## config.mk

```make
export PLATFORM = sky130hd
export DESIGN_NAME = cpu_machine_ctrl
export DESIGN_NICKNAME = d
export VERILOG_FILES = /design/src/rtl/cpu_machine_ctrl.sv
export SDC_FILE = /design/constraint.sdc
export NUM_CORES = 1
export LEC_CHECK = 0
export ABC_AREA = 0
export CAP_MARGIN = 20
export CORE_MARGIN = 4
export CORE_UTILIZATION = 25
export CTS_BUF_LIST = sky130_fd_sc_hd__clkbuf_8
export CTS_CLUSTER_SIZE = 40
export DETAILED_ROUTE_END_ITERATION = 10
export PLACE_DENSITY = 0.46
export REMOVE_ABC_BUFFERS = 1
export SYNTH_ARGS = -nofsm -noshare
export SYNTH_HDL_FRONTEND = slang
export SYNTH_SLANG_ARGS = --single-unit
```

## constraint.sdc

```tcl
create_clock -name clk -period 1.5 [get_ports clk]
set_clock_uncertainty 0.2 [all_clocks]
set_input_delay 0.3 -clock clk [delete_from_list [all_inputs] [get_ports clk]]
set_output_delay 0.3 -clock clk [all_outputs]
set_load 0.01 [all_outputs]
```

## src/rtl/cpu_machine_ctrl.sv

```systemverilog
// cpu_machine_ctrl: 8-phase fetch/execute sequencer for the 8-bit CPU.
// Decodes the IR opcode into registered datapath strobes; samples the ALU zero flag for SKZ.
`default_nettype none

module cpu_machine_ctrl (
  input  logic       clk,
  input  logic       rst,
  input  logic       ena,
  input  logic [2:0] opcode,
  input  logic       zero,
  output logic       rd,
  output logic       wr,
  output logic       load_ir,
  output logic       inc_pc,
  output logic       load_pc,
  output logic       load_acc,
  output logic       alu_ena,
  output logic       datactl_ena,
  output logic       halt
);

  localparam logic [2:0] HLT = 3'b000;
  localparam logic [2:0] SKZ = 3'b001;
  localparam logic [2:0] ADD = 3'b010;
  localparam logic [2:0] AND = 3'b011;
  localparam logic [2:0] XOR = 3'b100;
  localparam logic [2:0] LDA = 3'b101;
  localparam logic [2:0] STA = 3'b110;
  localparam logic [2:0] JMP = 3'b111;

  typedef enum logic [3:0] {
    IDLE   = 4'd0,
    S0     = 4'd1,
    S1     = 4'd2,
    S2     = 4'd3,
    S3     = 4'd4,
    S4     = 4'd5,
    S5     = 4'd6,
    S6     = 4'd7,
    S7     = 4'd8,
    HALTED = 4'd9
  } state_t;

  state_t state_q, state_d;
  logic   skz_zero_q, skz_zero_d;
  logic   rd_q, wr_q, load_ir_q, inc_pc_q, load_pc_q, load_acc_q, alu_ena_q, datactl_ena_q, halt_q;
  logic   rd_d, wr_d, load_ir_d, inc_pc_d, load_pc_d, load_acc_d, alu_ena_d, datactl_ena_d, halt_d;
  logic   is_alu_op;

  assign is_alu_op = (opcode == ADD) || (opcode == AND) || (opcode == XOR) || (opcode == LDA);

  always_comb begin
    state_d    = IDLE;
    skz_zero_d = skz_zero_q;
    case (state_q)
      IDLE:    state_d = ena ? S0 : IDLE;
      S0:      state_d = S1;
      S1:      state_d = S2;
      S2:      state_d = S3;
      S3:      state_d = (opcode == HLT) ? HALTED : S4;
      S4: begin
        state_d    = S5;
        skz_zero_d = zero;
      end
      S5:      state_d = S6;
      S6:      state_d = S7;
      S7:      state_d = ena ? S0 : IDLE;
      HALTED:  state_d = HALTED;
      default: state_d = IDLE;
    endcase
  end

  // Outputs are decoded from the state being entered so they are registered
  // alongside it and hold for that state's whole cycle.
  always_comb begin
    rd_d          = 1'b0;
    wr_d          = 1'b0;
    load_ir_d     = 1'b0;
    inc_pc_d      = 1'b0;
    load_pc_d     = 1'b0;
    load_acc_d    = 1'b0;
    alu_ena_d     = 1'b0;
    datactl_ena_d = 1'b0;
    halt_d        = 1'b0;
    case (state_d)
      S0: begin
        rd_d      = 1'b1;
        load_ir_d = 1'b1;
      end
      S1: begin
        rd_d      = 1'b1;
        load_ir_d = 1'b1;
        inc_pc_d  = 1'b1;
      end
      S3: inc_pc_d = (opcode != HLT);
      S4: begin
        rd_d          = is_alu_op;
        alu_ena_d     = is_alu_op;
        datactl_ena_d = (opcode == STA);
        load_pc_d     = (opcode == JMP);
      end
      S5: begin
        rd_d          = is_alu_op;
        load_acc_d    = is_alu_op;
        datactl_ena_d = (opcode == STA);
        wr_d          = (opcode == STA);
        load_pc_d     = (opcode == JMP);
        inc_pc_d      = (opcode == SKZ) && zero;
      end
      S6: begin
        rd_d          = is_alu_op;
        datactl_ena_d = (opcode == STA);
      end
      S7:      inc_pc_d = (opcode == SKZ) && skz_zero_q;
      HALTED:  halt_d = 1'b1;
      default: ;
    endcase
  end

  always_ff @(posedge clk or posedge rst) begin
    if (rst) begin
      state_q       <= IDLE;
      skz_zero_q    <= 1'b0;
      rd_q          <= 1'b0;
      wr_q          <= 1'b0;
      load_ir_q     <= 1'b0;
      inc_pc_q      <= 1'b0;
      load_pc_q     <= 1'b0;
      load_acc_q    <= 1'b0;
      alu_ena_q     <= 1'b0;
      datactl_ena_q <= 1'b0;
      halt_q        <= 1'b0;
    end else begin
      state_q       <= state_d;
      skz_zero_q    <= skz_zero_d;
      rd_q          <= rd_d;
      wr_q          <= wr_d;
      load_ir_q     <= load_ir_d;
      inc_pc_q      <= inc_pc_d;
      load_pc_q     <= load_pc_d;
      load_acc_q    <= load_acc_d;
      alu_ena_q     <= alu_ena_d;
      datactl_ena_q <= datactl_ena_d;
      halt_q        <= halt_d;
    end
  end

  assign rd          = rd_q;
  assign wr          = wr_q;
  assign load_ir     = load_ir_q;
  assign inc_pc      = inc_pc_q;
  assign load_pc     = load_pc_q;
  assign load_acc    = load_acc_q;
  assign alu_ena     = alu_ena_q;
  assign datactl_ena = datactl_ena_q;
  assign halt        = halt_q;

endmodule

`default_nettype wire

```

==> reports/metrics.cfg, run 1 <==
[status]
status = finished, violations left
violations = setup timing

[sta]
rsz0062_at_grt = true
clock.fmax_mhz = 630
period_needed_ns = 1.59
tightest_slew_ns = 0.339
relSlewSlack_pct = 77.2
report.final.slew_viol_count = 0
hold_violations = 0
holdWs_ns = 0.149
final-setup-viol-count = 4
finalCritPeriodShare_pct = 106
worst_slack_ns = -0.0865

[clocking]
clkTransAtPathRegs_ns = 0.06
cts_made_buffers = 3
cts_tree = yes
ctsHoldBuffers = 0
cts_sinks = 14
clk_latency_ns = 0.25
cts-htree-levels = 1
clk_path_buf_depth = 2
clockRootBuffer = clkbuf_8

[finish]
regArea_um2 = 352
area_growth_pct = 60.4
final_cell_area_mm2 = 0.00112
n_antenna_cell = 0
final_nets = 111
n_fill_cell = 276
multiInputGateArea_um2 = 373
drive_gt1_share_pct = 42.7

[drt]
dr.pass1.iters = 2
viasPerCell = 4.56
drt_iter0_drc = 2
vias = 607
drc = 0
ant_nets = 0
wirelength_um = 1680
wl_per_cell_um = 12.6

[global_route]
grt-ovfl-total = 0
grt_pass1_wl_um = 2900
grt_max_degree = 15
antenna_found_initial = 0
grt_util_all_layers_pct = 10.8
grt_pass1_vias = 605

[synth]
netlist_instances = 67
yosysTopAreaCellShare_pct = 50.0
ys_top_cells_by_count = dfrtp_1, nor2_1, nand2_1, nor3_1, inv_1
seq_area_frac_synth_pct = 50.0
ys_ff_latch = 14
synthFlopType = dfrtp_1
yosysTopAreaCell = dfrtp_1
synth_area_um2 = 701
synth_area_leaders = dfrtp_1, nor3_1, buf_6
synthArstFlopShare_pct = 100
synth_edf_count = 0
yosysWarnings = 0
synth_cell_types = 32
yosysMostFrequentCell = dfrtp_1
avgSynthCellArea_um2 = 10.5

[die]
die_area_mm2 = 0.00371
core_area_mm2 = 0.00257
ioPinCount = 16
start_util_pct = 27.3
die_w_um = 60.9
num_rows = 18
die_h_um = 60.9

[min_path]
min_path_type = in -> async

[worst_setup_path]
cp_max_fo = 3
arrival_ns = 1.52
path_class = reg -> reg
cp-end-kind = flip-flop
required_ns = 1.43
cp-start-kind = flip-flop

[placed_design]
globalplace.congestion = 0.772
placement.cell_area_mm2 = 0.00100
port_buffers = 15
dpl.hpwl_um = 1280

[run]
max_cap_violations = 0

[power]
leakagePower_nw = 0.590
pwr_density_cell_mw_per_mm2 = 1820
vdd_ir_drop_max_v = 0.000929

-- placed cells by master (no fill, tap or decap), types with 2 or more instances in the layout --
cell type / count
dlygate4sd2_1: 12
and3b_2: 2
clkbuf_8: 4
nand2_1: 5
buf_4: 20
inv_1: 4
clkdlybuf4s50_1: 2
or3_1: 2
nor3_2: 3
dfrtp_1: 13
nor2_1: 5
xnor2_1: 2
-- metrics by stage --
| step | total power, W | util, % | setup slack, ns | TNS [ns] | std cells |
|---|---|---|---|---|---|
| 2_1_floorplan | 0.00108 | - | -0.0850 | -0.218 | 64 |
| 3_3_place_gp | 0.00160 | 39.1 | -0.481 | -3.24 | 128 |
| 3_5_place_dp | 0.00159 | 39.1 | -0.500 | -3.29 | 128 |
| 4_1_cts | 0.00204 | 42.6 | -0.102 | -0.264 | 133 |
| 5_1_grt | 0.00221 | 43.8 | -0.143 | -0.496 | 133 |
| 6_report | 0.00205 | 43.8 | -0.0865 | -0.226 | 133 |
-- worst paths after layout --
check	depth (start not counted)	end	slack [ns]	start
max	4	load_pc$_DFF_PP0_	-0.09	state_q[2]$_DFF_PP0_
min	3	alu_ena$_DFF_PP0_	0.15	rst
max reg2reg	4	load_pc$_DFF_PP0_	-0.09	state_q[2]$_DFF_PP0_
min reg2reg	1	skz_zero_q$_DFFE_PP0P_	0.33	skz_zero_q$_DFFE_PP0P_
max in group asynchronous	3	state_q[3]$_DFF_PP0_	0.76	rst
min in group clk	3	wr$_DFF_PP0_	0.22	opcode[0]
-- state kept, by name, indices dropped and copies added, names as in the netlist --
name         flops
state_q          4
alu_ena          1
datactl_ena      1
halt             1
inc_pc           1
load_acc         1
load_ir          1
load_pc          1
rd               1
skz_zero_q       1
wr               1
-- cells by family (layout without fill, tap and decap cells) --
family / count (synthesis) / in the layout / synth area share, %
XOR/XNOR: 2 / 2 / 2.50
flip-flops: 14 / 14 / 50.0
AND/OR/NAND/NOR: 30 / 30 / 24.3
AO/OA/AOI/OAI: 11 / 11 / 13.6
multiplexers: 2 / 2 / 3.04
buffers and inverters: 8 / 44 / 6.61
-- area by class of cell --
class,instances,share of cell area [%]
multi-input combinational,45,33.2
sequential,14,31.3
timing repair buffer,35,25.6
clock buffer,4,4.90
tap,30,3.34
inverter,5,1.67
-- repair_timing --
item	4_1_cts	5_1_grt
endpoints found under the setup margin	17	9
resized for setup	23	7
gates cloned	0	0
pin swaps	7	4
endpoints found under the hold margin	0	0
setup buffers	1	0
-- where the power goes --
part | internal, W | switching (W) | total [W]
Sequential | 0.000505 | 0.0000712 | 0.000576
Combinational | 0.000580 | 0.000522 | 0.00110
Clock | 0.000233 | 0.000137 | 0.000370
Total | 0.00132 | 0.000730 | 0.00205
-- critical path: stages, from the launching register on --
cell and delay (ns):
dfrtp_1 0.39, or3_1 0.37, a32oi_2 0.23, nor2_2 0.08, o211a_1 0.21
-- per-layer routing --
metal	wire (µm)	GRT usage, %	part of all wire (%)
met5	0	0	0
met4	8	2.79	0.48
met3	81	4.04	4.8
met2	771	15.9	46
met1	820	14.8	49
Note: power is estimated with default switching activity, not from simulation.
==> run 2: changes to the inputs <==
--- a/config.mk
+++ b/config.mk
@@ -9,7 +9,8 @@
 export CAP_MARGIN = 20
 export CORE_MARGIN = 4
 export CORE_UTILIZATION = 25
-export CTS_BUF_LIST = sky130_fd_sc_hd__clkbuf_8
+export CTS_BUF_LIST = sky130_fd_sc_hd__clkbuf_4
+export CTS_CLUSTER_DIAMETER = 120
 export CTS_CLUSTER_SIZE = 40
 export DETAILED_ROUTE_END_ITERATION = 10
 export PLACE_DENSITY = 0.46
==> run 2 against run 1 <==
The flow still finishes with violations (setup timing). Clock power is 41% lower. Register-to-register slack hardly changed. Sequential power is 0.9% lower. Wire length stayed put. Flip-flop and latch count stayed put. Maximum frequency is 1.8% lower. Critical path depth is 1 higher. Global-route usage is 0.087 points higher. Sequential share of layout area is 1.0 points higher. Hold slack worse by 0.043 ns. Utilization is 1.4 points lower.
==> reports/metrics.cfg, run 2 (synthesis results as in run 1) <==
[finish]
final_nets = 112
layout_commonest_cell = buf_4
n_antenna_cell = 0
fin_util_pct = 42.3
final_cell_mix = buf_4, dfrtp_1, dlygate4sd2_1, nand2_1, nor2_1
largest_register_ff_count = 4
drive_gt1_share_pct = 40.4
regMostFlops = state_q
area_growth_pct = 55.2
final_cell_area_mm2 = 0.00109

[worst_setup_path]
path_class = in -> reg
cp-end-kind = flip-flop
arrival_ns = 1.58
reg2regPathDepth = 4
cp-start-kind = primary input
cp_max_fo = 3
r2r-start = state_q[2]$_DFF_PP0_
reg2reg_slack_ns = -0.10
required_ns = 1.47
r2r_end = load_pc$_DFF_PP0_

[sta]
period_needed_ns = 1.62
holdWs_ns = 0.106
clock.fmax_mhz = 619
worst_slack_ns = -0.116
tightest_slew_ns = 0.336
finalCritPeriodShare_pct = 108
rsz0062_at_grt = true
final-setup-viol-count = 4
report.final.slew_viol_count = 0
hold_violations = 0
relSlewSlack_pct = 77.4

[power]
leakagePower_nw = 0.563
vdd_ir_drop_max_v = 0.000950
pwr_density_cell_mw_per_mm2 = 1730

[drt]
ant_nets = 0
viasPerCell = 4.51
dr.pass1.iters = 4
drc = 0
wirelength_um = 1680
vias = 604
drt_iter0_drc = 8
wl_per_cell_um = 12.5

[clocking]
ctsHoldBuffers = 0
clk_path_buf_depth = 2
cts_tree = yes
clkTransAtPathRegs_ns = 0.09
cts-htree-levels = 1
clockRootBuffer = clkbuf_4
cts_sinks = 14
clk_latency_ns = 0.28
cts_made_buffers = 3

[global_route]
grt_util_all_layers_pct = 10.8
grt_max_degree = 15
antenna_found_initial = 0
grt_pass1_vias = 632
grt-ovfl-total = 0
grt_pass1_wl_um = 2930

[die]
num_rows = 18
die_area_mm2 = 0.00371
die_w_um = 60.9
core_area_mm2 = 0.00257
die_h_um = 60.9
start_util_pct = 27.3
ioPinCount = 16

[status]
violations = setup timing
status = finished, violations left

[run]
max_cap_violations = 0

[min_path]
min_path_type = in -> async

[placed_design]
placement.cell_area_mm2 = 0.00100
port_buffers = 15
dpl.hpwl_um = 1280
globalplace.congestion = 0.772

## run 2: cell count changes in the layout (fill, tap and decap cells not counted), sizes merged
cell           change
clkdlybuf4s50      +2
dlymetal6s2s       -1
clkbuf             -1
dlygate4sd2        -1
buf                +1
clkinv             +1
## run 2: power by group
group          internal [W]  leakage (nW)  switching, W  total, W
clock network     0.0000966        0.0154      0.000123  0.000220
registers          0.000504         0.181     0.0000674  0.000571
logic              0.000572         0.366      0.000516   0.00109
## run 2: metal layers
metal / GRT usage [%] / up-vias / share of wire [%]
li1: - / 308 / -
met1: 15.0 / 281 / 48
met2: 15.9 / 13 / 45
met3: 4.04 / 2 / 5.4
met4: 3.10 / 0 / 1.1
met5: 0 / - / 0
## run 2: metrics by stage
stage	setup WS, ns	setup TNS, ns	total power, W	cells
2_1_floorplan	-0.0850	-0.218	0.00108	64
3_3_place_gp	-0.481	-3.24	0.00160	128
3_5_place_dp	-0.500	-3.29	0.00159	128
4_1_cts	-0.109	-0.303	0.00189	134
5_1_grt	-0.156	-0.546	0.00205	134
6_report	-0.116	-0.311	0.00188	134
## run 2: what timing repair did
item / in CTS / in global routing
endpoints found under the hold margin: 0 / 0
gates cloned: 0 / 0
gates resized for setup: 19 / 4
pin swaps: 3 / 0
endpoints found under the setup margin: 17 / 8
buffers inserted: 2 / 0
## run 2: critical path, stage by stage
cell and delay [ns]:
clkdlybuf4s50_1 0.44, or2_2 0.29, a32oi_2 0.26, nor2_2 0.08, o211a_1 0.21
## run 2: worst max path at each step
stage / from / end / slack (ns) / depth (start not counted)
after floorplan: state_q[0]$_DFF_PP0_ / load_pc$_DFF_PP0_ / -0.09 / 4
after CTS: state_q[2]$_DFF_PP0_ / load_pc$_DFF_PP0_ / -0.11 / 4
final: ena / load_pc$_DFF_PP0_ / -0.12 / 5
after global placement: opcode[1] / inc_pc$_DFF_PP0_ / -0.48 / 5
after detailed placement: opcode[1] / alu_ena$_DFF_PP0_ / -0.50 / 5
after global routing: state_q[2]$_DFF_PP0_ / load_pc$_DFF_PP0_ / -0.16 / 4
## run 2: area by class of cell
cell class	instances	area, µm²
Multi-Input combinational cell	45	359
Tap cell	30	37.5
Clock buffer	3	22.5
Timing Repair Buffer	36	294
Fill cell	276	1480
Sequential cell	14	352
Inverter	5	18.8
Clock inverter	1	3.75
==> run 3: changes to the inputs <==
--- a/config.mk
+++ b/config.mk
@@ -7,13 +7,15 @@
 export LEC_CHECK = 0
 export ABC_AREA = 0
 export CAP_MARGIN = 20
+export CELL_PAD_IN_SITES_DETAIL_PLACEMENT = 0
+export CELL_PAD_IN_SITES_GLOBAL_PLACEMENT = 1
 export CORE_MARGIN = 4
 export CORE_UTILIZATION = 25
 export CTS_BUF_LIST = sky130_fd_sc_hd__clkbuf_4
 export CTS_CLUSTER_DIAMETER = 120
 export CTS_CLUSTER_SIZE = 40
 export DETAILED_ROUTE_END_ITERATION = 10
-export PLACE_DENSITY = 0.46
+export PLACE_DENSITY = 0.57
 export REMOVE_ABC_BUFFERS = 1
 export SYNTH_ARGS = -nofsm -noshare
 export SYNTH_HDL_FRONTEND = slang
==> run 3 against run 2 <==
The flow still finishes with violations (setup timing). Final cell count down 3.0%. Flip-flop and latch count stayed put. Design area down 1.6%. Critical endpoint unchanged. Global-route usage down 0.78 points. Largest power group unchanged. Critical path depth down 1. Largest cell class unchanged. Clock power about the same. Critical path type is now reg -> reg. Worst setup slack better by 0.020 ns.
==> reports/metrics.cfg, run 3 (synthesis results as in run 1) <==
[status]
status = finished, violations left
violations = setup timing

[die]
ioPinCount = 16
die_h_um = 60.9
die_area_mm2 = 0.00371
start_util_pct = 27.3
num_rows = 18
core_area_mm2 = 0.00257
die_w_um = 60.9

[power]
vdd_ir_drop_max_v = 0.000949
comb_power_share_pct = 59.3
power.share.clock_pct = 11.4
p_switching_w = 0.000737
seq_power_share_pct = 29.3
p_sw_share_pct = 38.3
p_int_w = 0.00119
pwr_density_cell_mw_per_mm2 = 1800
leakagePower_nw = 0.541
power_w = 0.00193

[placed_design]
dpl.hpwl_um = 1210
pre_cts_ws_ns = -0.617
port_buffers = 15
globalplace.congestion = 0.741
placement.cell_area_um2 = 973

[finish]
fin_util_pct = 41.7
layout_commonest_cell = buf_4
drive_gt1_share_pct = 38.0
largest_register_ff_count = 4
final_cell_area_mm2 = 0.00107
final_cell_mix = buf_4, dfrtp_1, dlygate4sd2_1, nand2_1, nor2_1
final_nets = 108
n_antenna_cell = 0
area_growth_pct = 52.7
regMostFlops = state_q

[sta]
holdWs_ns = 0.114
final-setup-viol-count = 5
worst_slack_ns = -0.0961
hold_violations = 0
report.final.slew_viol_count = 0
period_needed_ns = 1.60
relSlewSlack_pct = 83.5
clock.fmax_mhz = 627
tightest_slew_ns = 0.248
finalCritPeriodShare_pct = 106
rsz0062_at_grt = true

[clocking]
cts-htree-levels = 1
cts_tree = yes
cts_sinks = 14
clockRootBuffer = clkbuf_4
clkTransAtPathRegs_ns = 0.09
clk_latency_ns = 0.28
clk_path_buf_depth = 2
ctsHoldBuffers = 0
cts_made_buffers = 3

[global_route]
antenna_found_initial = 0
grt_pass1_vias = 601
grt-ovfl-total = 0
grt_pass1_wl_um = 2670
grt_util_all_layers_pct = 10.1
grt_max_degree = 15

[worst_setup_path]
path_class = reg -> reg
required_ns = 1.47
critPathTopFamily = compound AO/OA/AOI/OAI gates
cp-end-kind = flip-flop
cp-start-kind = flip-flop
max_stage_delay_ns = 0.39
cp_max_fo = 3
cp_slowest_cell = dfrtp_1
arrival_ns = 1.56
cp.buffers_inverters = 0
cp_cell_sequence = or3_4 -> a32oi_4 -> nor2_4 -> o211a_1

[min_path]
min_path_type = in -> async

[run]
max_cap_violations = 0

[drt]
wl_per_cell_um = 12.2
dr.pass1.iters = 4
vias = 582
viasPerCell = 4.48
drt_iter0_drc = 10
ant_nets = 0
wirelength_um = 1590
drc = 0

run 3: worst min-delay path, stage by stage:
cell             delay [ns]
clkdlybuf4s50_1        0.40
inv_1                  0.05
buf_4                  0.21
run 3: power by group through the flow:
| stage | clock (W) | sequential, W | combinational [W] |
|---|---|---|---|
| floorplan | 0 | 0.000640 | 0.000438 |
| global placement | 0 | 0.000586 | 0.000993 |
| detailed placement | 0 | 0.000580 | 0.000993 |
| CTS | 0.000230 | 0.000563 | 0.000994 |
| global route | 0.000243 | 0.000586 | 0.00126 |
| finish | 0.000219 | 0.000565 | 0.00114 |
run 3: layer usage:
metal  global-route usage, %  part of all wire, %  up-vias
met5                       0                    0        -
met4                    3.72                  1.2        0
met3                    4.04                  6.4        2
met2                    15.1                   46       11
met1                    13.0                   46      275
li1                        -                    -      294
run 3: metrics by stage:
step                instances  TNS (ns)
finish                    130    -0.321
global route              130    -0.586
CTS                       129    -0.256
detailed placement        124     -3.68
global placement          124     -3.48
floorplan                  64    -0.218
run 3: final cells by class:
cell class	count	area, µm²
Fill cell	264	1500
Multi-Input combinational cell	45	372
Sequential cell	14	352
Timing Repair Buffer	32	264
Tap cell	30	37.5
Clock buffer	3	22.5
Inverter	5	18.8
Clock inverter	1	3.75
run 3: final timing paths:
path | depth (start not counted) | to | start | slack, ns
min in group clk | 1 | skz_zero_q$_DFFE_PP0P_ | skz_zero_q$_DFFE_PP0P_ | 0.30
max reg2reg | 4 | load_pc$_DFF_PP0_ | state_q[2]$_DFF_PP0_ | -0.1
max in group asynchronous | 3 | state_q[3]$_DFF_PP0_ | rst | 0.80
max | 4 | load_pc$_DFF_PP0_ | state_q[2]$_DFF_PP0_ | -0.1
min | 3 | datactl_ena$_DFF_PP0_ | rst | 0.11
min reg2reg | 1 | skz_zero_q$_DFFE_PP0P_ | skz_zero_q$_DFFE_PP0P_ | 0.30
run 3: what timing repair did:
action / in CTS / in global routing
buffers inserted: 1 / 1
gates cloned: 0 / 0
endpoints found under the hold margin: 0 / 0
setup endpoints to repair: 17 / 8
gates resized for setup: 18 / 11
pin swaps: 4 / 3
==> RTL change: new RTL, flow settings as in run 2 <==
Register the output `inc_pc` once more, with the module's reset; this adds one clock of latency there. The other outputs are not delayed to match.
--- a/src/rtl/cpu_machine_ctrl.sv
+++ b/src/rtl/cpu_machine_ctrl.sv
@@ -149,5 +149,11 @@
   assign wr          = wr_q;
   assign load_ir     = load_ir_q;
-  assign inc_pc      = inc_pc_q;
+  always_ff @(posedge clk or posedge rst) begin
+    if (rst) begin
+      inc_pc <= '0;
+    end else begin
+      inc_pc <= inc_pc_q;
+    end
+  end
   assign load_pc     = load_pc_q;
   assign load_acc    = load_acc_q;
Behaviour: not the same (a bounded check fails within 4 cycles, from zero or initial values and one cycle with rst high).
==> RTL change against run 2 <==
  * The flow still finishes with violations (setup timing)
  * Cell area up 2.8%
  * Combinational power up 10%
  * Worst setup slack worse by 0.0048 ns
  * Total power up 8.9%
  * First-iteration DRC count up 38%
  * Sequential cell count up 1
  * Synthesized area up 3.7%
  * Wire length up 1.9%
  * Highest routed layer unchanged
==> RTL change: results (changes against run 2) <==
Post-synth top flop -> dfrtp_1 (unchanged)
met1 Track Usage GR -> 12.8% (was 15.0%)
Placed Cells incl. Taps -> 126 (was 128)
layout cells sized above 1 -> 39.2% (was 40.4%)
setup tns final -> -0.386 ns (was -0.311 ns)
DRC marker count from the first detailed-route iteration -> 11 (was 8)
Slew HR -> 79.9% (was 77.4%)
Total GRT Usage -> 9.54% (was 10.8%)
Nets -> 110 (was 112)
power per cell area -> 1830 nW/um^2 (was 1730 nW/um^2)
Leak -> 0.567 nW (was 0.563 nW)
post-synthesis sequential area ratio -> 51.6% (was 50.0%)
synthesized netlist cell count -> 68 (was 67)
critical path arrival -> 1.60 ns (was 1.58 ns)
initial antenna violation count -> 0 (unchanged)
pin count of the biggest net entering global routing -> 16 (was 15)
internal power -> 1.27 mW (was 1.17 mW)
WL met3 -> 51 um (was 90 um)
crit path from -> ena (unchanged)
hold_ws -> 0.116 ns (was 0.106 ns)
Place WS -> -0.464 ns (was -0.500 ns)
Placed Instance Area -> 1000 um^2 (about the same)
met3 usage -> 3.10% (was 4.04%)
CTS clk-pin slew, worst paths -> 0.09 ns (about the same)
R2R Setup Slk -> -0.11 ns
# setup viols final -> 5 (was 4)
max FFs per register -> 4 (unchanged)
vias in the first global route -> 546 (was 632)
comb pwr -> 1.20 mW (was 1.09 mW)
H-Tree Depth -> 1 (unchanged)
crit path max fanout -> 3 (unchanged)
final worst slack -> -0.120 ns (was -0.116 ns)
status -> finished with violations (unchanged)
failing checks -> setup timing (unchanged)
Most flops, register -> state_q (unchanged)
CP top delay family -> buffers and inverters (was compound AO/OA/AOI/OAI gates)
via count -> 602 (was 604)
Final Wtd Congestion -> 0.790 (was 0.772)
first-pass GRT wire length -> 2580 um (was 2930 um)
P_seq -> 0.609 mW (was 0.571 mW)
Area contributors post-synth -> dfrtp_1, nor3_1, buf_6, nor2_1, nand2_1 (was dfrtp_1, nor3_1, buf_6, nor2_1, and3b_2)
R2R Path Start -> state_q[2] (unchanged)
number of fillers in the final layout -> 279 (was 276)
Antenna Diode Count -> 0 (unchanged)
DRT Pass-1 Iters -> 3 (was 4)
DP HPWL -> 1290 um (was 1280 um)
WL met2 -> 846 um (was 760 um)
DR WL/cell -> 12.9 um (was 12.5 um)
WL met1 -> 794 um (was 810 um)
VDD IR max -> 1.10 mV (was 0.950 mV)
number of vias per cell -> 4.53 (was 4.51)
M2 GR Usage -> 14.6% (was 15.9%)
type of the most critical hold path -> in -> async (unchanged)
Distinct cells, synth -> 32 (unchanged)
commonest cells in the netlist -> dfrtp_1, nor2_1, nand2_1, nor3_1, inv_1 (unchanged)
RTL change: changes by cell type after synthesis, sizes merged:
cell	change
or2b	+1
dfrtp	+1
nand2b	-1
RTL change: cells by family (layout without fill, tap and decap cells):
family,count (synthesis),in the layout,synth area share [%]
buf+inv,8,42,6.37
compound gates,11,11,13.6
simple gates,30,30,23.1
xor+xnor,2,2,2.41
mux,2,2,2.93
flops,15,15,51.6
RTL change: area by class of cell:
class / count / area [um^2] / area share, %
Multi-Input combinational cell: 45 / 375 / 33.6
Inverter: 5 / 18.8 / 1.68
Tap cell: 31 / 38.8 / 3.47
Timing Repair Buffer: 33 / 280 / 25.1
Clock inverter: 1 / 5.00 / 0.448
Sequential cell: 15 / 377 / 33.7
Clock buffer: 3 / 22.5 / 2.02
RTL change: worst min-delay path: cells and delay by family:
family | cells | cell delay [ns]
buffers and inverters | 3 | 0.67
RTL change: repair_timing:
action | in CTS | in global routing
setup buffers | 0 | 3
setup endpoints to repair | 16 | 9
gates resized for setup | 17 | 12
pin swaps | 6 | 3
